--- config.mk ---
export PLATFORM = sky130hd
export DESIGN_NAME = mcb_read_streamer
export DESIGN_NICKNAME = d
export VERILOG_FILES = /design/src/rtl/mcb_read_streamer.sv
export SDC_FILE = /design/constraint.sdc
export NUM_CORES = 1
export LEC_CHECK = 0
export CAP_MARGIN = 20
export CORE_AREA = 2 2 90 156
export CTS_CLUSTER_SIZE = 10
export DETAILED_ROUTE_END_ITERATION = 12
export DIE_AREA = 0 0 92 158
export DONT_BUFFER_PORTS = 1
export GPL_ROUTABILITY_DRIVEN = 0
export PLACE_DENSITY = 0.75
export SLEW_MARGIN = 20
export SYNTH_ARGS = -nofsm -noshare
export SYNTH_HDL_FRONTEND = slang
export SYNTH_SLANG_ARGS = --single-unit
--- constraint.sdc ---
create_clock -name clk -period 6 [get_ports clk]
set_clock_uncertainty 0.2 [all_clocks]
set_input_delay 1.8 -clock clk [delete_from_list [all_inputs] [get_ports clk]]
set_output_delay 1.8 -clock clk [all_outputs]
set_load 0.01 [all_outputs]
--- src/rtl/mcb_read_streamer.sv ---
// Read-side MCB user-port initiator: issues read bursts for one frame and streams
// the returned words through a single output register stage with valid/ready.
module mcb_read_streamer #(
  parameter int BURST_LEN     = 32,
  parameter int FRAME_WORDS   = 76800,
  parameter int RD_FIFO_DEPTH = 64
) (
  input  logic        clk,
  input  logic        reset,
  input  logic        calib_done,
  input  logic        start,
  input  logic [29:0] base_addr,
  output logic        busy,
  output logic        frame_done,
  output logic        cmd_en,
  output logic [2:0]  cmd_instr,
  output logic [5:0]  cmd_bl,
  output logic [29:0] cmd_byte_addr,
  input  logic        cmd_full,
  output logic        rd_en,
  input  logic [31:0] rd_data,
  input  logic        rd_empty,
  output logic [31:0] out_data,
  output logic        out_valid,
  input  logic        out_ready
);

  localparam int CW = $clog2(FRAME_WORDS + 1);

  typedef enum logic [1:0] {IDLE, WAIT_CAL, ISSUE, DRAIN} state_t;

  state_t        state, state_nxt;
  logic [CW-1:0] req_words;
  logic [CW-1:0] acc_words;
  logic [29:0]   base;
  logic [6:0]    outstanding;
  logic [6:0]    len;
  logic          room;
  logic          issue;
  logic          last_burst;
  logic          hs;
  logic          last_hs;

  // Words in the next burst: a full burst, or whatever remains of the frame.
  function automatic logic [6:0] burst_len_f(input logic [CW-1:0] req);
    logic [31:0] remaining;
    remaining = 32'(FRAME_WORDS) - 32'(req);
    if (remaining < 32'(BURST_LEN))
      return 7'(remaining);
    return 7'(BURST_LEN);
  endfunction

  assign cmd_instr  = 3'b001;
  assign len        = burst_len_f(req_words);
  assign room       = (8'(outstanding) + 8'(len)) <= 8'(RD_FIFO_DEPTH);
  // cmd_en is registered, so a back-off cycle after each command lets
  // outstanding and cmd_full reflect that command before the next decision.
  assign issue      = (state == ISSUE) && !cmd_en && !cmd_full && room;
  assign last_burst = (32'(req_words) + 32'(len)) == 32'(FRAME_WORDS);
  assign hs         = out_valid && out_ready;
  assign last_hs    = hs && (acc_words == CW'(FRAME_WORDS - 1));
  assign frame_done = last_hs;
  assign rd_en      = busy && !rd_empty && (!out_valid || out_ready);

  always_ff @(posedge clk) begin
    if (reset) state <= IDLE;
    else       state <= state_nxt;
  end

  always_comb begin
    state_nxt = state;
    case (state)
      IDLE:     if (start) state_nxt = calib_done ? ISSUE : WAIT_CAL;
      WAIT_CAL: if (calib_done) state_nxt = ISSUE;
      ISSUE:    if (issue && last_burst) state_nxt = DRAIN;
      DRAIN:    if (last_hs) state_nxt = IDLE;
      default:  state_nxt = IDLE;
    endcase
  end

  // Command side: burst address/length registers and word accounting
  always_ff @(posedge clk) begin
    if (reset) begin
      busy          <= 1'b0;
      base          <= '0;
      req_words     <= '0;
      acc_words     <= '0;
      outstanding   <= '0;
      cmd_en        <= 1'b0;
      cmd_bl        <= '0;
      cmd_byte_addr <= '0;
    end else begin
      cmd_en <= issue;
      if (state == IDLE && start) begin
        base          <= base_addr;
        cmd_byte_addr <= base_addr;
        req_words     <= '0;
        acc_words     <= '0;
        busy          <= 1'b1;
      end
      if (issue) begin
        cmd_bl        <= 6'(len - 7'd1);
        cmd_byte_addr <= base + (30'(req_words) << 2);
        req_words     <= req_words + CW'(len);
      end
      outstanding <= outstanding + (cmd_en ? ({1'b0, cmd_bl} + 7'd1) : 7'd0)
                     - (rd_en ? 7'd1 : 7'd0);
      if (hs)
        acc_words <= acc_words + CW'(1);
      if (last_hs)
        busy <= 1'b0;
    end
  end

  // Output stage: one register between the read FIFO head and the stream
  always_ff @(posedge clk) begin
    if (reset) begin
      out_valid <= 1'b0;
      out_data  <= '0;
    end else begin
      if (rd_en) begin
        out_data  <= rd_data;
        out_valid <= 1'b1;
      end else if (out_ready) begin
        out_valid <= 1'b0;
      end
      if (last_hs)
        out_valid <= 1'b0;
    end
  end

endmodule

* After elaboration in Yosys (flattened, before gate mapping)
Cells that the tools add are included.
** Word-level totals
- Bits in registers :: 144
- Bits of input ports :: 69
- Output and inout bits :: 76
- Logic and storage cells :: 70
** Cells by class
- $add $sub $neg :: 10
- Magnitude comparators :: 2
- Equal/unequal tests :: 9
- Mux-type cells :: 18
- Reductions and logical operators :: 20
** Operators with widths (count)
- $mux W30 :: 2
- $mux W17 :: 3
- $lt A32 B6 Y1 const B :: 1
- $add A30 B19 Y30 :: 1
- $mux W7 :: 3
- $add A17 B7 Y18 :: 1
- $eq A18 B17 Y1 const B :: 1
- $sub A17 B17 Y18 const A :: 1
- $add A17 B1 Y17 const B :: 1
- $add A17 B7 Y17 :: 1
- $eq A17 B17 Y1 const B :: 1
- $mux W2 :: 5
- $logic_and A1 B1 Y1 :: 9
- $add A7 B7 Y8 :: 1
- $le A8 B7 Y1 const B :: 1
- $pmux W2 S4 :: 1
- $add A6 B1 Y7 const B :: 1
- $add A7 B7 Y7 :: 1
- $sub A7 B1 Y7 :: 1
- $ne A2 B2 Y1 const B :: 3
- $reduce_bool A2 Y1 :: 3
- $sub A6 B1 Y6 const B :: 1
- $eq A2 B2 Y1 const B :: 2
- $logic_not A1 Y1 :: 4
- 7 further kinds :: 10

* Depth between registers and ports, before layout
Gate-level depths: netlist of run 1.
- Depth in word-level cells :: 10
- Depth in mapped cells :: 26
- Depth with buffers taken out :: 22

* Worst setup path before layout of run 1
No wires, ideal clock.
- Kind :: flip-flop to flip-flop
- Start :: register req_words[2]
- End :: register cmd_byte_addr[26]
- Setup time :: 0.147 ns
- Arrival time :: 4.851 ns
- Required time :: 5.653 ns
- Setup slack :: 0.802 ns
- Stages on the path, launching flop included :: 26
- Path buffers :: 5
- Period minus slack after synthesis :: 5.198 ns
- Path through :: dfxtp_1 buf_6 or4_4 nor4b_4 mux2i_1 and2_1 buf_6 and3b_1 clkbuf_1 and2_1 ha_1 inv_1 fa_1 nand2b_1 a21oi_1 nor3b_1 o21ai_0 a21oi_1 o31a_1 o211ai_1 or2_2 clkbuf_1 inv_1 clkbuf_1 a31oi_1 o311ai_0
** Between the ends
- Longest elaborated chain between the ends :: 8
- Elaborated cells between the ends (all ways) :: 11
- Those cells by class :: add/sub: 3; order compare: 2; mux: 4; reduce/logical: 2
** RTL lines
- start: declaration :: RTL line 33 : logic [CW-1:0] req_words;
- start signal: assignment :: RTL line 104 : req_words <= req_words + CW'(len);
- $sub A17 B17 Y18 :: RTL line 47 : remaining = 32'(FRAME_WORDS) - 32'(req);
- $lt A32 B6 Y1 :: RTL line 48 : if (remaining < 32'(BURST_LEN))
- $mux W1 :: RTL line 48
- $mux W7 :: RTL line 50 : return 7'(BURST_LEN);
- $add A7 B7 Y8 :: RTL line 55 : assign room = (8'(outstanding) + 8'(len)) <= 8'(RD_FIFO_DEPTH);
- $le A8 B7 Y1 :: RTL line 55
- $logic_and A1 B1 Y1 :: RTL line 58 : assign issue = (state == ISSUE) && !cmd_en && !cmd_full && room;
- $mux W30 or $reduce_bool A2 Y1 (tied branches)
- end signal: assignment :: RTL line 96 : cmd_byte_addr <= base_addr;
- end signal: assignment :: RTL line 103 : cmd_byte_addr <= base + (30'(req_words) << 2);
- end: declaration :: RTL line 18 : output logic [29:0] cmd_byte_addr,
Parallel ways exist; a longest one is shown, timed or not. The select of a mux whose other input is x is not followed.
A chain may end at the register's enable or synchronous reset.

* Worst setup path in the final report of run 1
- Start :: register req_words[1]
- End :: register cmd_byte_addr[20]
Same word-level chain as after synthesis.

==> impl_metrics.tcl, run 1 <==
set metrics [dict create \
    synth_simple_gate_area_share_pct 24.2 \
    layout_commonest_cell "sky130_fd_sc_hd__nand2_1" \
    crit_path_max_fanout 19 \
    cts_htree_levels 4 \
    maximum_operating_frequency_mhz 178 \
    ys.flop_type "sky130_fd_sc_hd__dfxtp_1" \
    hold_crit_path_type "reg2reg" \
    leakage_nw 3.58 \
    grt.overflow.total 0 \
    tritoncts "yes" \
    die_w_um 92 \
    wire_length_of_the_first_global_routing_pass_um 32900 \
    syn_avg_cell_area_um2 7.83 \
    critical_path.reg2reg.endpoint "cmd_byte_addr[20]" \
    n_fill_cell 1150 \
    grt_max_degree 142 \
    stdcell_area_um2 9000 \
    preCtsSetupSlack_ps 335 \
    core_um2 13300 \
    mappedNetlistArea_um2 8300 \
    async_reset_ff_share_pct 0 \
    run_status "finished clean" \
    finalCritPeriodShare_pct 93.8 \
    synth-edff-count 0 \
    root_buffer "sky130_fd_sc_hd__clkbuf_16" \
    fraction_of_layout_cells_with_a_size_suffix_above_1_pct 7.81 \
    slew-limit-headroom_pct 35.8 \
    report.final.hold_viol_count 0 \
    drt_iter0_markers 307 \
    worst_skew_pair.late_latency_ps 430 \
    cts_buffer_depth 2 \
    route.detailed.drc 0 \
    ys_warn_count 0 \
    crit_path_start_kind "register" \
    netlist_instances 1060 \
    data_required_time_of_the_worst_path_ps 6170 \
    hold_path_end "base[1]" \
    via_count 7313 \
    placed_area_um2 8390 \
    numCtsBuffers 17 \
    yosysUniqueCellTypes 68 \
    initial_utilization_pct 62.3 \
    clkSinkCount 144 \
    num_rows 56 \
    vias_per_cell 5.97 \
    first_pass_iters 4 \
    worst_case_vdd_ir_drop_v 0.000210 \
    synthMuxAreaShare_pct 1.70 \
    maxCapViolations 0 \
    dp_hpwl_um 14500 \
    critPathArrivalTime_ps 5800 \
    final_cell_mix "183 x sky130_fd_sc_hd__nand2_1, 144 x sky130_fd_sc_hd__dfxtp_1, 109 x sky130_fd_sc_hd__a21oi_1" \
    antennaDiodeCount 0 \
    ioPinCount 145 \
    synth_seq_area_share_pct 34.7 \
    timing.reg2reg.setup_slack_ps 370 \
    timing.critical_path.to_type "register" \
    avgRoutedWirePerCell_um 16.6 \
    setup-tns-final_ps 0 \
    final_antenna_net_count 0 \
    io_buffers 0 \
    cts.reportedPaths.clkPinSlew_ps 70 \
    post_synth_fa_ha_maj_area_fraction_pct 8.05 \
    first_global_vias 6993 \
    area_delta_synth_final_pct 8.41 \
    track_usage_pct 27.8 \
    worst_r2r_path_depth 21 \
    tightestPinTransition_ps 955 \
    synthDominantAreaCellType "sky130_fd_sc_hd__dfxtp_1" \
    setup_violations 0 \
    yosys_register_bits 144 \
    rsz0062_at_grt "false" \
    critical_path.reg2reg.startpoint "req_words[1]" \
    slew_viol_final 0 \
    synth_compound_gate_area_share_pct 20.6 \
    worst_slack_ps 371 \
    hp-start "base[1]" \
    post-route-min-period_ps 5630 \
    synth_xor_xnor_area_share_pct 4.85 \
    die_h_um 158 \
    routed_wl_um 20300 \
    antenna_violations_before_repair 0 \
    fp.dieArea_um2 14500 \
    criticalPathCategory "reg2reg" \
    hold-path-cell-count 2 \
    synth.top_cells.by_area "sky130_fd_sc_hd__dfxtp_1 35%, sky130_fd_sc_hd__nand2_1 8.3%, sky130_fd_sc_hd__ha_1 7.1%" \
    p_per_area_nw_per_um2 337 \
    netlist.area_leader.share_pct 34.7 \
    combinational_family_with_the_most_area_after_synthesis "simple AND/OR/NAND/NOR gates" \
    nets 1157 \
]
## worst max-delay path, cell delays in order, from the launching register on
cell	delay, ps
sky130_fd_sc_hd__dfxtp_1	400
sky130_fd_sc_hd__inv_1	160
sky130_fd_sc_hd__ha_1	280
sky130_fd_sc_hd__nor4b_4	390
sky130_fd_sc_hd__buf_4	190
sky130_fd_sc_hd__mux2i_1	70
sky130_fd_sc_hd__o41a_1	370
sky130_fd_sc_hd__and3b_2	310
sky130_fd_sc_hd__and2_1	200
sky130_fd_sc_hd__ha_1	190
sky130_fd_sc_hd__inv_1	60
sky130_fd_sc_hd__fa_1	410
sky130_fd_sc_hd__nand2b_1	190
sky130_fd_sc_hd__a21oi_2	200
sky130_fd_sc_hd__o211a_1	170
sky130_fd_sc_hd__o21ai_0	70
sky130_fd_sc_hd__a21oi_1	180
sky130_fd_sc_hd__o31a_1	150
sky130_fd_sc_hd__o211ai_1	260
sky130_fd_sc_hd__clkbuf_4	350
sky130_fd_sc_hd__or4b_2	660
sky130_fd_sc_hd__nand3_1	110
## layout make-up
class                      instances  area (µm²)  area share, %
multi-input combinational        801        4970           55.2
clock buffer                      17         425           4.73
clock inverter                    15         146           1.63
inverter                          53         199           2.21
tap                              174         218           2.42
timing repair buffer              20         156           1.74
sequential                       144        2880           32.0
## layer usage
layer  vias to the layer above  GRT usage [%]  part of all wire (%)
met5                         -              0                     0
met4                         0           13.4                   4.2
met3                        55           5.43                   3.4
met2                       133           52.8                    54
met1                      3454           29.0                    38
li1                       3671              -                     -
## per-stage QoR
stage / hold WS (ps) / utilization, % / instances / total power [mW]
6_report: 256 / 67.6 / 1224 / 3.03
3_3_place_gp: 238 / 63.0 / 1189 / 2.00
4_1_cts: 254 / 67.3 / 1221 / 3.05
3_5_place_dp: 244 / 63.0 / 1189 / 2.01
2_1_floorplan: 237 / - / 1062 / 1.85
5_1_grt: 282 / 67.6 / 1224 / 3.20
## state kept, by name, summed over array words and instances, names as in the netlist
name	count
req_words	17
cmd_byte_addr	30
cmd_en	1
cmd_bl	6
out_data	32
out_valid	1
base	30
busy	1
outstanding	7
state	2
acc_words	17
## worst max-delay path by stage
stage | cells after the start | start | end | slack, ps
finish | 21 | req_words[1] | cmd_byte_addr[20] | 370
global route | 22 | req_words[1] | req_words[3] | 20
CTS | 23 | req_words[1] | req_words[3] | 260
detailed placement | 24 | req_words[1] | cmd_byte_addr[26] | 340
global placement | 24 | req_words[1] | cmd_byte_addr[26] | 550
floorplan | 25 | req_words[2] | cmd_byte_addr[26] | 800
## where the power goes
part / internal [mW] / switching (mW) / total, mW
Combinational: 0.309 / 0.444 / 0.753
Clock: 0.554 / 0.476 / 1.03
Sequential: 1.10 / 0.148 / 1.25
Total: 1.96 / 1.07 / 3.03
## synth_stat cells (9+ instances only)
cell                       instances
sky130_fd_sc_hd__dfxtp_1         144
sky130_fd_sc_hd__inv_1            53
sky130_fd_sc_hd__and3_1           12
sky130_fd_sc_hd__a31oi_1           9
sky130_fd_sc_hd__a211oi_1         10
sky130_fd_sc_hd__a21oi_1         110
sky130_fd_sc_hd__a21o_1           10
sky130_fd_sc_hd__o21ai_0          31
sky130_fd_sc_hd__nand2b_1          9
sky130_fd_sc_hd__nor2_1           84
sky130_fd_sc_hd__nand3_1          28
sky130_fd_sc_hd__xor2_1           11
sky130_fd_sc_hd__a311oi_1         19
sky130_fd_sc_hd__or3_1            11
sky130_fd_sc_hd__nand2_1         184
sky130_fd_sc_hd__xnor2_1          35
sky130_fd_sc_hd__and2_1           14
sky130_fd_sc_hd__ha_1             47
sky130_fd_sc_hd__nor3_1           25
sky130_fd_sc_hd__o211ai_1         10
sky130_fd_sc_hd__clkbuf_1         50
sky130_fd_sc_hd__nand4_1          14
## cells by family (layout without fill, tap and decap cells)
logic type / count (synthesis) / count (layout)
simple gates: 423 / 423
compound gates: 264 / 264
flops: 144 / 144
buf+inv: 117 / 105
fa+ha+maj: 51 / 51
xor+xnor: 46 / 46
mux: 13 / 13
other cells: 2 / 4
## what timing repair did
item                       CTS  global route
gates resized for setup      0             7
setup buffers                0             2
setup endpoints to repair    0            27
hold buffers                 0             0
Power figures use the tool's default switching activity.
==> inputs of run 2 (changes only) <==
Settings changed: MAX_ROUTING_LAYER from default to met4.
==> impl_metrics.tcl, run 2 (same netlist as run 1, synthesis figures left out) <==
set metrics [dict create \
    crit_path_max_fanout 19 \
    worst_case_vdd_ir_drop_v 0.000212 \
    timing.critical_path.cells "inv_1, ha_1, nor4b_4, buf_4, mux2i_1, o41a_1, and3b_2, and2_1, ha_1, inv_1, fa_1, nand2b_1, a21oi_2, o211a_1, o21ai_0, a21oi_1, o31a_1, o211ai_1, clkbuf_4, or4b_2, nand3_1" \
    final_cell_mix "183 x sky130_fd_sc_hd__nand2_1, 144 x sky130_fd_sc_hd__dfxtp_1, 109 x sky130_fd_sc_hd__a21oi_1" \
    n_fill_cell 1150 \
    first_pass_iters 4 \
    first_global_vias 6988 \
    clkPwrFrac_pct 34.0 \
    power_frac_comb_pct 24.8 \
    stdcell_area_um2 9000 \
    routed_wl_um 20300 \
    p_seq_share_pct 41.2 \
    antenna_violations_before_repair 0 \
    crit_slowest_cell "sky130_fd_sc_hd__or4b_2" \
    registers_with_the_highest_flip_flop_counts "out_data x32, base x30, cmd_byte_addr x30" \
    drt_iter0_markers 351 \
    cts_htree_levels 4 \
    area_delta_synth_final_pct 8.41 \
    grt_max_degree 142 \
    critical_path.reg2reg.endpoint "cmd_byte_addr[20]" \
    num_rows 56 \
    setup-tns-final_ps 0 \
    clkSinkCount 144 \
    timing.critical_path.to_type "register" \
    final_util_pct 67.6 \
    final_antenna_net_count 0 \
    slew_viol_final 0 \
    via_count 7335 \
    rsz0062_at_grt "false" \
    critical-path-max-stage-delay_ps 660 \
    track_usage_pct 28.6 \
    data_required_time_of_the_worst_path_ps 6170 \
    fraction_of_layout_cells_with_a_size_suffix_above_1_pct 7.81 \
    switching_share_pct 35.2 \
    hold-path-cell-count 2 \
    dp_hpwl_um 14500 \
    placed_area_um2 8390 \
    slew-limit-headroom_pct 36.4 \
    hold_ws_ps 255 \
    wire_length_of_the_first_global_routing_pass_um 32900 \
    critical_path.reg2reg.startpoint "req_words[1]" \
    die_h_um 158 \
    worst_skew_pair.late_latency_ps 430 \
    root_buffer "sky130_fd_sc_hd__clkbuf_16" \
    critPathArrivalTime_ps 5810 \
    cts_hold_buffers 0 \
    largest-register "out_data" \
    hp-start "base[1]" \
    timing.reg2reg.setup_slack_ps 370 \
    fp.dieArea_um2 14500 \
    crit_path_start_kind "register" \
    initial_utilization_pct 62.3 \
    hold_path_end "base[1]" \
    post-route-min-period_ps 5630 \
    cts.reportedPaths.clkPinSlew_ps 70 \
    layout_commonest_cell "sky130_fd_sc_hd__nand2_1" \
    critPathLaunch "req_words[1]" \
    io_buffers 0 \
    vias_per_cell 5.99 \
    criticalPathCategory "reg2reg" \
    tritoncts "yes" \
    cts_buffer_depth 2 \
    report.final.hold_viol_count 0 \
    antennaDiodeCount 0 \
    setup_violations 0 \
    numCtsBuffers 17 \
    nets 1157 \
    route.detailed.drc 0 \
    maxCapViolations 0 \
    p_per_area_nw_per_um2 337 \
    die_w_um 92 \
    number_of_flip_flops_in_the_largest_register 32 \
    p_int_mw 1.96 \
    grt.overflow.total 0 \
    core_um2 13300 \
    finalCritPeriodShare_pct 93.9 \
    avgRoutedWirePerCell_um 16.6 \
    leakage_nw 3.58 \
    worst_r2r_path_depth 21 \
    run_status "finished clean" \
    p_sw_mw 1.07 \
    hold_crit_path_type "reg2reg" \
    maximum_operating_frequency_mhz 177 \
    ioPinCount 145 \
    tightestPinTransition_ps 947 \
]
[run 2: cell counts in the layout (fill, tap and decap cells not counted)]
Identical to the previous run, type by type.
[run 2: layer usage]
layer | track usage [%] | share of wire [%] | vias up
met4 | 13.4 | 4.1 | 0
met1 | 29.1 | 38 | 3471
met5 | - | 0 | -
li1 | - | - | 3672
met2 | 52.8 | 55 | 138
met3 | 5.33 | 3.2 | 54
[run 2: layout make-up]
type	instances	area, µm²	area share, %
Timing Repair Buffer	20	156	1.74
Multi-Input combinational cell	801	4970	55.2
Clock inverter	15	146	1.63
Sequential cell	144	2880	32.0
Tap cell	174	218	2.42
Clock buffer	17	425	4.73
Inverter	53	199	2.21
[run 2: power by group through the flow]
stage | combinational [mW] | clock (mW) | sequential (mW)
5_1_grt | 0.856 | 1.08 | 1.27
3_3_place_gp | 0.730 | 0 | 1.27
3_5_place_dp | 0.743 | 0 | 1.27
2_1_floorplan | 0.618 | 0 | 1.23
6_report | 0.752 | 1.03 | 1.25
4_1_cts | 0.750 | 1.04 | 1.25
[run 2: critical path, delay by kind of cell, from the launching register on]
kind	cells	cell delay, ps
flops	1	410
fa+ha+maj	3	880
compound gates	7	1390
simple gates	6	1870
mux	1	70
buf+inv	4	760
[run 2: through the flow]
stage / instances / setup WS (ps) / power, mW
2_1_floorplan: 1062 / 802 / 1.85
3_3_place_gp: 1189 / 546 / 2.00
3_5_place_dp: 1189 / 335 / 2.01
4_1_cts: 1221 / 255 / 3.05
5_1_grt: 1224 / 16.0 / 3.20
6_report: 1224 / 366 / 3.03
[run 2: what timing repair did]
| item | in CTS | in global routing |
|---|---|---|
| resized for setup | 0 | 7 |
| setup buffers | 0 | 2 |
| endpoints found under the setup margin | 0 | 27 |
[run 2: worst max path at each step]
stage | end | slack [ps]
after floorplan | cmd_byte_addr[26] | 800
after global placement | cmd_byte_addr[26] | 550
after detailed placement | cmd_byte_addr[26] | 340
after CTS | req_words[3] | 260
after global routing | req_words[3] | 20
final | cmd_byte_addr[20] | 370
